--- config.mk ---
export PLATFORM = sky130hd
export DESIGN_NAME = mem_port_arbiter
export DESIGN_NICKNAME = d
export VERILOG_FILES = /design/src/rtl/mem_port_arbiter.sv
export SDC_FILE = /design/constraint.sdc
export NUM_CORES = 1
export LEC_CHECK = 0
export ABC_AREA = 1
export BUFFER_PORTS_ARGS = -buffer_cell sky130_fd_sc_hd__buf_2
export CAP_MARGIN = 10
export CORE_AREA = 5 5 104 106
export DETAILED_ROUTE_END_ITERATION = 16
export DIE_AREA = 0 0 109 111
export SLEW_MARGIN = 20
export SYNTH_ARGS = -nofsm -noshare
export SYNTH_HDL_FRONTEND = slang
export SYNTH_SLANG_ARGS = --single-unit
--- constraint.sdc ---
create_clock -name clk -period 3.5 [get_ports clk]
set_input_delay 0.175 -clock clk [delete_from_list [all_inputs] [get_ports clk]]
set_output_delay 0.175 -clock clk [all_outputs]
set_load 0.05 [all_outputs]
--- src/rtl/mem_port_arbiter.sv ---
// Arbitrates one single-port SRAM between instruction fetch and data memory.
// Optional define ARB_PERF_CNT_EN adds stall/grant performance counters.
module mem_port_arbiter #(
    parameter int STARVE_MAX = 4,
    parameter int AW         = 32,
    parameter int DW         = 32
) (
    input  logic            clk,
    input  logic            resetn,
    input  logic            if_req,
    input  logic [AW-1:0]   if_addr,
    output logic            if_gnt,
    output logic            if_rvalid,
    output logic [DW-1:0]   if_rdata,
    input  logic            dm_req,
    input  logic [DW/8-1:0] dm_we,
    input  logic [AW-1:0]   dm_addr,
    input  logic [DW-1:0]   dm_wdata,
    output logic            dm_gnt,
    output logic            dm_rvalid,
    output logic [DW-1:0]   dm_rdata,
    output logic            sram_en,
    output logic [DW/8-1:0] sram_we,
    output logic [AW-1:0]   sram_addr,
    output logic [DW-1:0]   sram_wdata,
    input  logic [DW-1:0]   sram_rdata
`ifdef ARB_PERF_CNT_EN
    ,
    output logic [31:0]     perf_if_stall,
    output logic [31:0]     perf_dm_stall,
    output logic [31:0]     perf_grants
`endif
);

    typedef enum logic [1:0] {RESP_NONE, RESP_IF, RESP_DM} resp_e;

    resp_e      resp_sel_q;
    logic [3:0] starve_cnt_q, starve_cnt_d;
    logic       force_if;

    // A starved fetch overrides data priority for exactly one cycle.
    assign force_if = if_req && (starve_cnt_q == 4'(STARVE_MAX));

    always_comb begin
        if_gnt = 1'b0;
        dm_gnt = 1'b0;
        if (force_if)    if_gnt = 1'b1;
        else if (dm_req) dm_gnt = 1'b1;
        else if (if_req) if_gnt = 1'b1;
    end

    always_comb begin
        sram_en    = if_gnt | dm_gnt;
        sram_we    = '0;
        sram_addr  = '0;
        sram_wdata = '0;
        if (dm_gnt) begin
            sram_we    = dm_we;
            sram_addr  = dm_addr;
            sram_wdata = dm_wdata;
        end else if (if_gnt) begin
            sram_addr  = if_addr;
        end
    end

    always_comb begin
        if (!if_req || if_gnt)                      starve_cnt_d = 4'd0;
        else if (starve_cnt_q == 4'(STARVE_MAX))    starve_cnt_d = starve_cnt_q;
        else                                        starve_cnt_d = starve_cnt_q + 4'd1;
    end

    // Tracks which requester owns the read data returning next cycle.
    always_ff @(posedge clk or negedge resetn) begin
        if (!resetn) begin
            resp_sel_q   <= RESP_NONE;
            starve_cnt_q <= 4'd0;
        end else begin
            starve_cnt_q <= starve_cnt_d;
            if (if_gnt)                      resp_sel_q <= RESP_IF;
            else if (dm_gnt && dm_we == '0)  resp_sel_q <= RESP_DM;
            else                             resp_sel_q <= RESP_NONE;
        end
    end

    assign if_rvalid = (resp_sel_q == RESP_IF);
    assign dm_rvalid = (resp_sel_q == RESP_DM);
    assign if_rdata  = sram_rdata;
    assign dm_rdata  = sram_rdata;

`ifdef ARB_PERF_CNT_EN
    logic [31:0] perf_if_stall_q, perf_dm_stall_q, perf_grants_q;

    always_ff @(posedge clk or negedge resetn) begin
        if (!resetn) begin
            perf_if_stall_q <= '0;
            perf_dm_stall_q <= '0;
            perf_grants_q   <= '0;
        end else begin
            if (if_req && !if_gnt) perf_if_stall_q <= perf_if_stall_q + 32'd1;
            if (dm_req && !dm_gnt) perf_dm_stall_q <= perf_dm_stall_q + 32'd1;
            if (sram_en)           perf_grants_q   <= perf_grants_q + 32'd1;
        end
    end

    assign perf_if_stall = perf_if_stall_q;
    assign perf_dm_stall = perf_dm_stall_q;
    assign perf_grants   = perf_grants_q;
`endif

endmodule

Word-level counts from Yosys, hierarchy flattened
Index checks and enable logic that the tools add are counted.

word-level totals
  flip-flop bits (word level) = 6
  output and inout port bits = 137
  input port bits = 136

operators by class
  equal/unequal tests = 4
  add/sub/neg operators = 1
  mux-type cells = 13
  reductions and logical operators = 5
  bitwise gates (word level) = 1

operator list
  kind                                                                      count
  32-bit 2-to-1 mux                                                         3
  4-bit 2-to-1 mux                                                          3
  1-bit 2-to-1 mux                                                          5
  4-bit by 1-bit adder with 4-bit output (second input constant)            1
  4-bit by 3-bit == test with 1-bit output (second input constant)          1
  4-bit zero test                                                           1
  2-bit 2-to-1 mux                                                          2
  2-bit by 1-bit == test with 1-bit output (second input constant)          1
  2-bit == test (second input constant)                                     1
  1-bit logical AND                                                         2
  2-bit by 1-bit inequality test with 1-bit output (second input constant)  1
  1-bit zero test                                                           1
  1-bit logical OR                                                          1
  1-bit bitwise OR                                                          1

Depth between registers and ports, before layout
Gate-level depths: netlist of run 1.

  depth in word-level cells = 6
  gate-level depth with buffers = 9

Least setup slack after synthesis of run 1
No wires, ideal clock.

  path type = reg2out
  from = register starve_cnt_q[0]
  to = output port sram_wdata[17]
  arrival time = 1.787 ns
  cell stages (with the launch flop) = 10
  setup slack = 1.538 ns
  cells stage by stage = dfrtp_1 -> inv_1 -> ha_1 -> nand2_1 -> inv_1 -> nand2_4 -> nand2_2 -> buf_6 -> buf_6 -> nor2_1

between the ends
  cells in the longest elaborated chain, start to end = 4

ends and longest elaborated chain
  what                                      line  RTL
  from (decl)                               38    logic [3:0] starve_cnt_q, starve_cnt_d;
  from (signal assigned)                    78    starve_cnt_q <= starve_cnt_d;
  4-bit by 3-bit == test with 1-bit output  42    assign force_if = if_req && (starve_cnt_q == 4'(STARVE_MAX));
  1-bit logical AND                         42
  1-bit 2-to-1 mux                          47    if (force_if) if_gnt = 1'b1;
  32-bit 2-to-1 mux                         57    if (dm_gnt) begin
  to (decl)                                 25    output logic [DW-1:0] sram_wdata,

Every way passes these cells.

Final worst setup path of run 1
  from = register starve_cnt_q[0]
  to = output port sram_we[1]

between the ends
  cells in the longest elaborated chain, start to end = 4

ends and longest elaborated chain
  what                                      line  RTL
  4-bit by 3-bit == test with 1-bit output  42
  1-bit logical AND                         42
  1-bit 2-to-1 mux                          47
  4-bit 2-to-1 mux                          57
  to (decl)                                 23    output logic [DW/8-1:0] sram_we,

Every way passes these cells.

==> results.md, run 1 <==
* Outcome: complete, no violations
* FFs w/ async S/R, synth at 1.00
* CTS tree: built
* First-pass GRT wire length at 8010 um
* Root Driver: clkbuf_8
* Setup-failing EPs final at 0
* WL final at 5670 um
* Area after detailed placement at 0.00206 mm2
* Layout area overhead at 34.4%
* Final slew viol count at 0
* Skew final at 0.00393 ns
* H-tree depth at 1
* Top-area cell type share of the netlist area at 0.320
* YS warnings at 0
* Syn Std Cell Area at 0.00157 mm2
* DIE AREA at 0.0121 mm2
* Hold crit path type: in -> reg
* Worst slack, placed at 1.42 ns
* Placeable Area at 0.00968 mm2
* Drt first pass iters at 4
* Post-layout minimum cycle time at 2.28 ns
* Post-synth EDFFs at 0
* PortBufs at 176
* Syn Area/Cell at 5.50 um2
* Vias in the first global route at 1,768
* CP Class: reg -> out
* GRT Total Usage at 0.0809
* Yosys reg bits at 6
* Sequential share of the synthesized area at 0.0955
* # IOs at 273
* Cts bufs inserted at 3
* Drt initial violations at 52
* Maxcap violations at 0
* Die height at 111 um
* Fin worst setup slack at 1.22 ns
* Synth area leaders: buf_4, nand2_1, nand3_1, inv_1, nor2_1
* Most frequent cell after synthesis: nand2_1
* Diode count at 0
* Die width at 109 um
* Distinct cells, synth at 16
* Syn Nets at 424
* F_max at 0.439 GHz
* Vias at 1,878
* Cell taking the most area after synthesis: buf_4
* Antenna-violating nets left at 0
* Worst setup SP type: flip-flop
* Crit end category: output port
* Worst Path Max Fanout at 38
* Grt total ovfl at 0
* DRC at 0
* Final hold vios at 0
* Post-DP HPWL at 4830 um
* Share of layout cells above drive strength 1 at 0.474
* Routed vias/inst at 3.59
* Clk slew on worst S/H paths at 0.04 ns
* Ys flop type: dfrtp_1
* Crit path DAT at 2.10 ns
* Hold-critical path depth at 4
* Top cells by count, synth: nand2_1, buf_4, inv_1, nor2_1, nand3_1
* Worst VDD drop at 0.101 mV
* CP required at 3.32 ns
* Power Density at 260 mW/mm2
* Gpl congestion at 0.718
* Worst-Skew Late Latency at 0.22 ns
* Fill cell count at 1,110
* Final Net Count at 530
* FF-to-FF path depth at 7
* Pin slew with the least headroom to its limit at 0.656 ns
* Starting Density at 0.162
* Setup Total Neg Slack at 0 ns
* Clock tree buffer depth at 2
* Initial antenna violation count at 0
* Rows at 36
* Slew HR at 0.561
* Final period util at 0.651
* Leakage at 1.49 nW
* Postcts setup bufs at 0
* Design area at 0.00211 mm2
* Largest net degree at the start of global routing at 39
* RSZ-0062 raised after global routing: no
* Clk sinks at 6
* Cells after Synth at 286
* WL per Instance at 10.8 um
-- critical path: stages, from the launching register on --
cell	delay, ns
dfrtp_1	0.39
inv_1	0.06
ha_1	0.20
nand2_1	0.06
inv_1	0.06
nand2_4	0.15
nand2_2	0.39
nor2_1	0.24
buf_2	0.30
-- flip-flops by register name (all words and copies together) (netlist names) --
name,cells
resp_sel_q,2
starve_cnt_q,4
-- where the power goes --
group | total, mW | internal [mW] | switching [mW] | leakage [nW]
clock network | 0.104 | 0.0740 | 0.0302 | 0.0216
registers | 0.0734 | 0.0716 | 0.00174 | 0.0815
logic | 0.371 | 0.101 | 0.270 | 1.39
-- per-layer routing --
layer | wire [um] | GRT usage | share of wire
met4 | 225 | 0.0412 | 0.040
met1 | 1970 | 0.0756 | 0.35
met2 | 2750 | 0.156 | 0.49
met3 | 723 | 0.0215 | 0.13
met5 | 0 | 0 | 0
-- logic make-up after synthesis --
kind of cell             count (synthesis)  share of synthesized area
flip-flops                               6                     0.0955
buffers and inverters                  124                      0.474
adder cells (fa/ha/maj)                  2                     0.0159
AND/OR/NAND/NOR                        153                      0.409
XOR/XNOR                                 1                    0.00557
-- through the flow --
step	total power, mW	hold WS (ns)	util	std cells
finish	0.549	0.224	0.218	523
global route	0.586	0.252	0.218	523
CTS	0.558	0.234	0.218	523
floorplan	0.533	-0.121	-	286
detailed placement	0.448	0.0196	0.213	519
global placement	0.449	0.0158	0.213	519
-- worst paths after layout --
path,start,end,slack (ns)
max in group asynchronous,resetn,starve_cnt_q[1]$_DFFE_PN0P_,3.00
min reg2reg,starve_cnt_q[0]$_DFFE_PN0P_,starve_cnt_q[0]$_DFFE_PN0P_,0.51
max reg2reg,starve_cnt_q[0]$_DFFE_PN0P_,resp_sel_q[1]$_DFF_PN0_,1.86
min in group asynchronous,resetn,starve_cnt_q[3]$_DFFE_PN0P_,0.35
min,dm_we[1],resp_sel_q[1]$_DFF_PN0_,0.22
max,starve_cnt_q[0]$_DFFE_PN0P_,sram_we[1],1.22
-- cells in the final DEF, fill, tap and decap left out, drive strengths merged --
cell type / netlist / routed
buf: 77 / 178
clkbuf: 1 / 3
dfrtp: 6 / 6
dlygate4sd3: 0 / 1
ha: 2 / 2
inv: 46 / 46
nand2: 72 / 72
nand3: 35 / 35
nand4: 2 / 2
nor2: 44 / 44
xnor2: 1 / 1
-- timing repair --
item	CTS	global route
hold buffers	1	0
gates resized for setup	0	0
hold endpoints to repair	6	0
-- area by class of cell --
cell class                 count  area, um2  area share
inverter                      46        173      0.0817
tap                          133        166      0.0787
sequential                     6        150      0.0710
timing repair buffer         179        906       0.429
clock buffer                   3       41.3      0.0195
multi-input combinational    156        677       0.320
(Power assumes the default switching activity.)
==> run 2, diff against run 1 <==
--- a/config.mk
+++ b/config.mk
@@ -5,12 +5,12 @@
 export SDC_FILE = /design/constraint.sdc
 export NUM_CORES = 1
 export LEC_CHECK = 0
-export ABC_AREA = 1
+export ABC_AREA = 0
 export BUFFER_PORTS_ARGS = -buffer_cell sky130_fd_sc_hd__buf_2
 export CAP_MARGIN = 10
-export CORE_AREA = 5 5 104 106
+export CORE_AREA = 5 5 103 105
 export DETAILED_ROUTE_END_ITERATION = 16
-export DIE_AREA = 0 0 109 111
+export DIE_AREA = 0 0 108 110
 export SLEW_MARGIN = 20
 export SYNTH_ARGS = -nofsm -noshare
 export SYNTH_HDL_FRONTEND = slang
==> constraint.sdc (replaced) <==
create_clock -name clk -period 2.1 [get_ports clk]
set_input_delay 0.105 -clock clk [delete_from_list [all_inputs] [get_ports clk]]
set_output_delay 0.105 -clock clk [all_outputs]
set_load 0.05 [all_outputs]
==> run 2 against run 1 <==
  * Combinational power increased by 66%
  * Sequential power increased by 65%
  * Setup slack got worse by 1.1 ns
  * Global-route usage decreased by 0.42 points
  * Clock-buffer cell count unchanged
  * Synthesized cell count decreased by 40%
  * Largest power group unchanged
==> results.md, run 2 <==
* Leakage at 1.25 nW
* Cell taking the most area after synthesis: buf_4
* Slew HR at 0.657
* Clk slew on worst S/H paths at 0.04 ns
* Cells after Synth at 173
* RSZ-0062 raised after global routing: no
* Vias at 1,598
* H-tree depth at 1
* Util after Layout at 0.203
* Largest net degree at the start of global routing at 41
* Ys flop type: dfrtp_1
* DRC at 0
* Routed vias/inst at 3.90
* Worst-Skew Late Latency at 0.22 ns
* Final hold vios at 0
* Drt initial violations at 84
* Post-layout minimum cycle time at 1.98 ns
* FF-to-FF path depth at 6
* Drt first pass iters at 4
* PortBufs at 176
* CTS tree: built
* Power Density at 467 mW/mm2
* Die width at 108 um
* Most frequent cell after synthesis: buf_4
* Layout area overhead at 42.6%
* Synth area leaders: buf_4, a22o_1, and3_1, dfrtp_1, buf_6
* F_max at 0.506 GHz
* WL per Instance at 13.3 um
* Pin slew with the least headroom to its limit at 0.514 ns
* Postcts setup bufs at 0
* Most common cell after layout, fill and taps aside: buf_2
* Yosys reg bits at 6
* Final Net Count at 417
* Setup-failing EPs final at 0
* Crit path DAT at 1.87 ns
* Regs by FF count: starve_cnt_q x4, resp_sel_q x2
* Gpl congestion at 0.671
* Final period util at 0.941
* Grt total ovfl at 0
* Top cells by count, synth: buf_4, and3_1, a22o_1, clkbuf_1, dfrtp_1
* Placeable Area at 0.00955 mm2
* Sequential share of the synthesized area at 0.110
* Worst VDD drop at 0.142 mV
* Diode count at 0
* Final slew viol count at 0
* Area occupied by multi-input gates at 633 um2
* Post-synth EDFFs at 0
* FFs w/ async S/R, synth at 1.00
* Maxcap violations at 0
* DIE AREA at 0.0119 mm2
* Worst Path Max Fanout at 37
* Initial antenna violation count at 0
* Syn Nets at 311
* Antenna-violating nets left at 0
* Clk sinks at 6
* Top reg by flops: starve_cnt_q
* Starting Density at 0.143
* YS warnings at 0
* Max reg flops at 4
* Setup Total Neg Slack at 0 ns
* Distinct cells, synth at 18
* Commonest non-fill, non-tap cells in the layout: buf_2, and3_1, a22o_1
* Root Driver: clkbuf_8
* Skew final at 0.00197 ns
* Syn Area/Cell at 7.87 um2
* Post_cts resized at 0
* WL final at 5450 um
* Syn Std Cell Area at 0.00136 mm2
* Share of layout cells above drive strength 1 at 0.664
* Vias in the first global route at 1,523
* Hold crit path type: in -> reg
* Worst setup SP type: flip-flop
* Crit end category: output port
* Die height at 110 um
* # IOs at 273
* Post-DP HPWL at 4620 um
* Outcome: complete, no violations
* GRT Total Usage at 0.0767
* Rows at 36
* Power, Total at 907 uW
* CP Class: reg -> out
* Top-area cell type share of the netlist area at 0.353
* FF/Latch Area at 150 um2
* Cts bufs inserted at 3
* First-pass GRT wire length at 7390 um
* Hold-critical path depth at 2
* Fill cell count at 1,089
* CP required at 2.00 ns
* Clock tree buffer depth at 2
run 2: cell types whose count changed in the layout (fill, tap and decap cells not counted), sizes merged, moves of 2 or more:
cell	delta
a22o	+32
and3	+41
inv	-43
nand2	-72
nand3	-34
nand4	-2
nor2	-44
nor2b	+2
run 2: kinds of logic after synthesis:
group,after synthesis,share of synthesized area
flip-flops,6,0.110
AO/OA/AOI/OAI,33,0.210
buffers and inverters,82,0.427
adder cells (fa/ha/maj),2,0.0184
AND/OR/NAND/NOR,48,0.222
XOR/XNOR,2,0.0129
run 2: timing repair:
action,CTS,global route
setup endpoints to repair,0,0
hold buffers,1,0
endpoints found under the hold margin,6,0
run 2: cell type report:
cell class,instances,share of cell area
clock buffer,3,0.0213
inverter,3,0.00580
multi-input combinational,85,0.326
timing repair buffer,180,0.484
tap,133,0.0858
sequential,6,0.0774
run 2: critical path: stages, from the launching register on:
cell      delay [ns]
dfrtp_1         0.38
inv_1           0.09
ha_1            0.14
nand4b_1        0.15
and2_1          0.23
buf_12          0.17
a22o_1          0.26
buf_2           0.22
run 2: metrics by stage:
stage	setup slack, ns	area (um2)	hold WS (ns)	instances
finish	0.124	1940	0.204	410
global route	0.0284	1940	0.210	410
CTS	0.111	1940	0.198	410
detailed placement	0.348	1890	-0.0643	406
global placement	0.389	1890	-0.0675	406
floorplan	0.234	1360	-0.191	173
run 2: worst paths after layout:
check	startpoint	to	slack [ns]
setup / recovery	starve_cnt_q[0]$_DFFE_PN0P_	sram_addr[4]	0.12
setup reg to reg	starve_cnt_q[0]$_DFFE_PN0P_	starve_cnt_q[1]$_DFFE_PN0P_	0.62
hold reg to reg	starve_cnt_q[0]$_DFFE_PN0P_	starve_cnt_q[0]$_DFFE_PN0P_	0.60
hold / removal	if_req	starve_cnt_q[2]$_DFFE_PN0P_	0.20
max in group asynchronous	resetn	starve_cnt_q[3]$_DFFE_PN0P_	1.71
min in group asynchronous	resetn	resp_sel_q[1]$_DFF_PN0_	0.25
run 2: power breakdown:
group / internal [mW] / total [mW] / switching [mW]
clock: 0.123 / 0.169 / 0.0458
combinational: 0.189 / 0.617 / 0.428
sequential: 0.119 / 0.121 / 0.00190
run 2: layer usage:
metal	global-route usage	vias to the layer above	part of all wire
met4	0.0307	0	0.021
met1	0.0847	714	0.36
met3	0.0274	19	0.13
met2	0.135	108	0.49
li1	-	757	-
met5	0	-	0
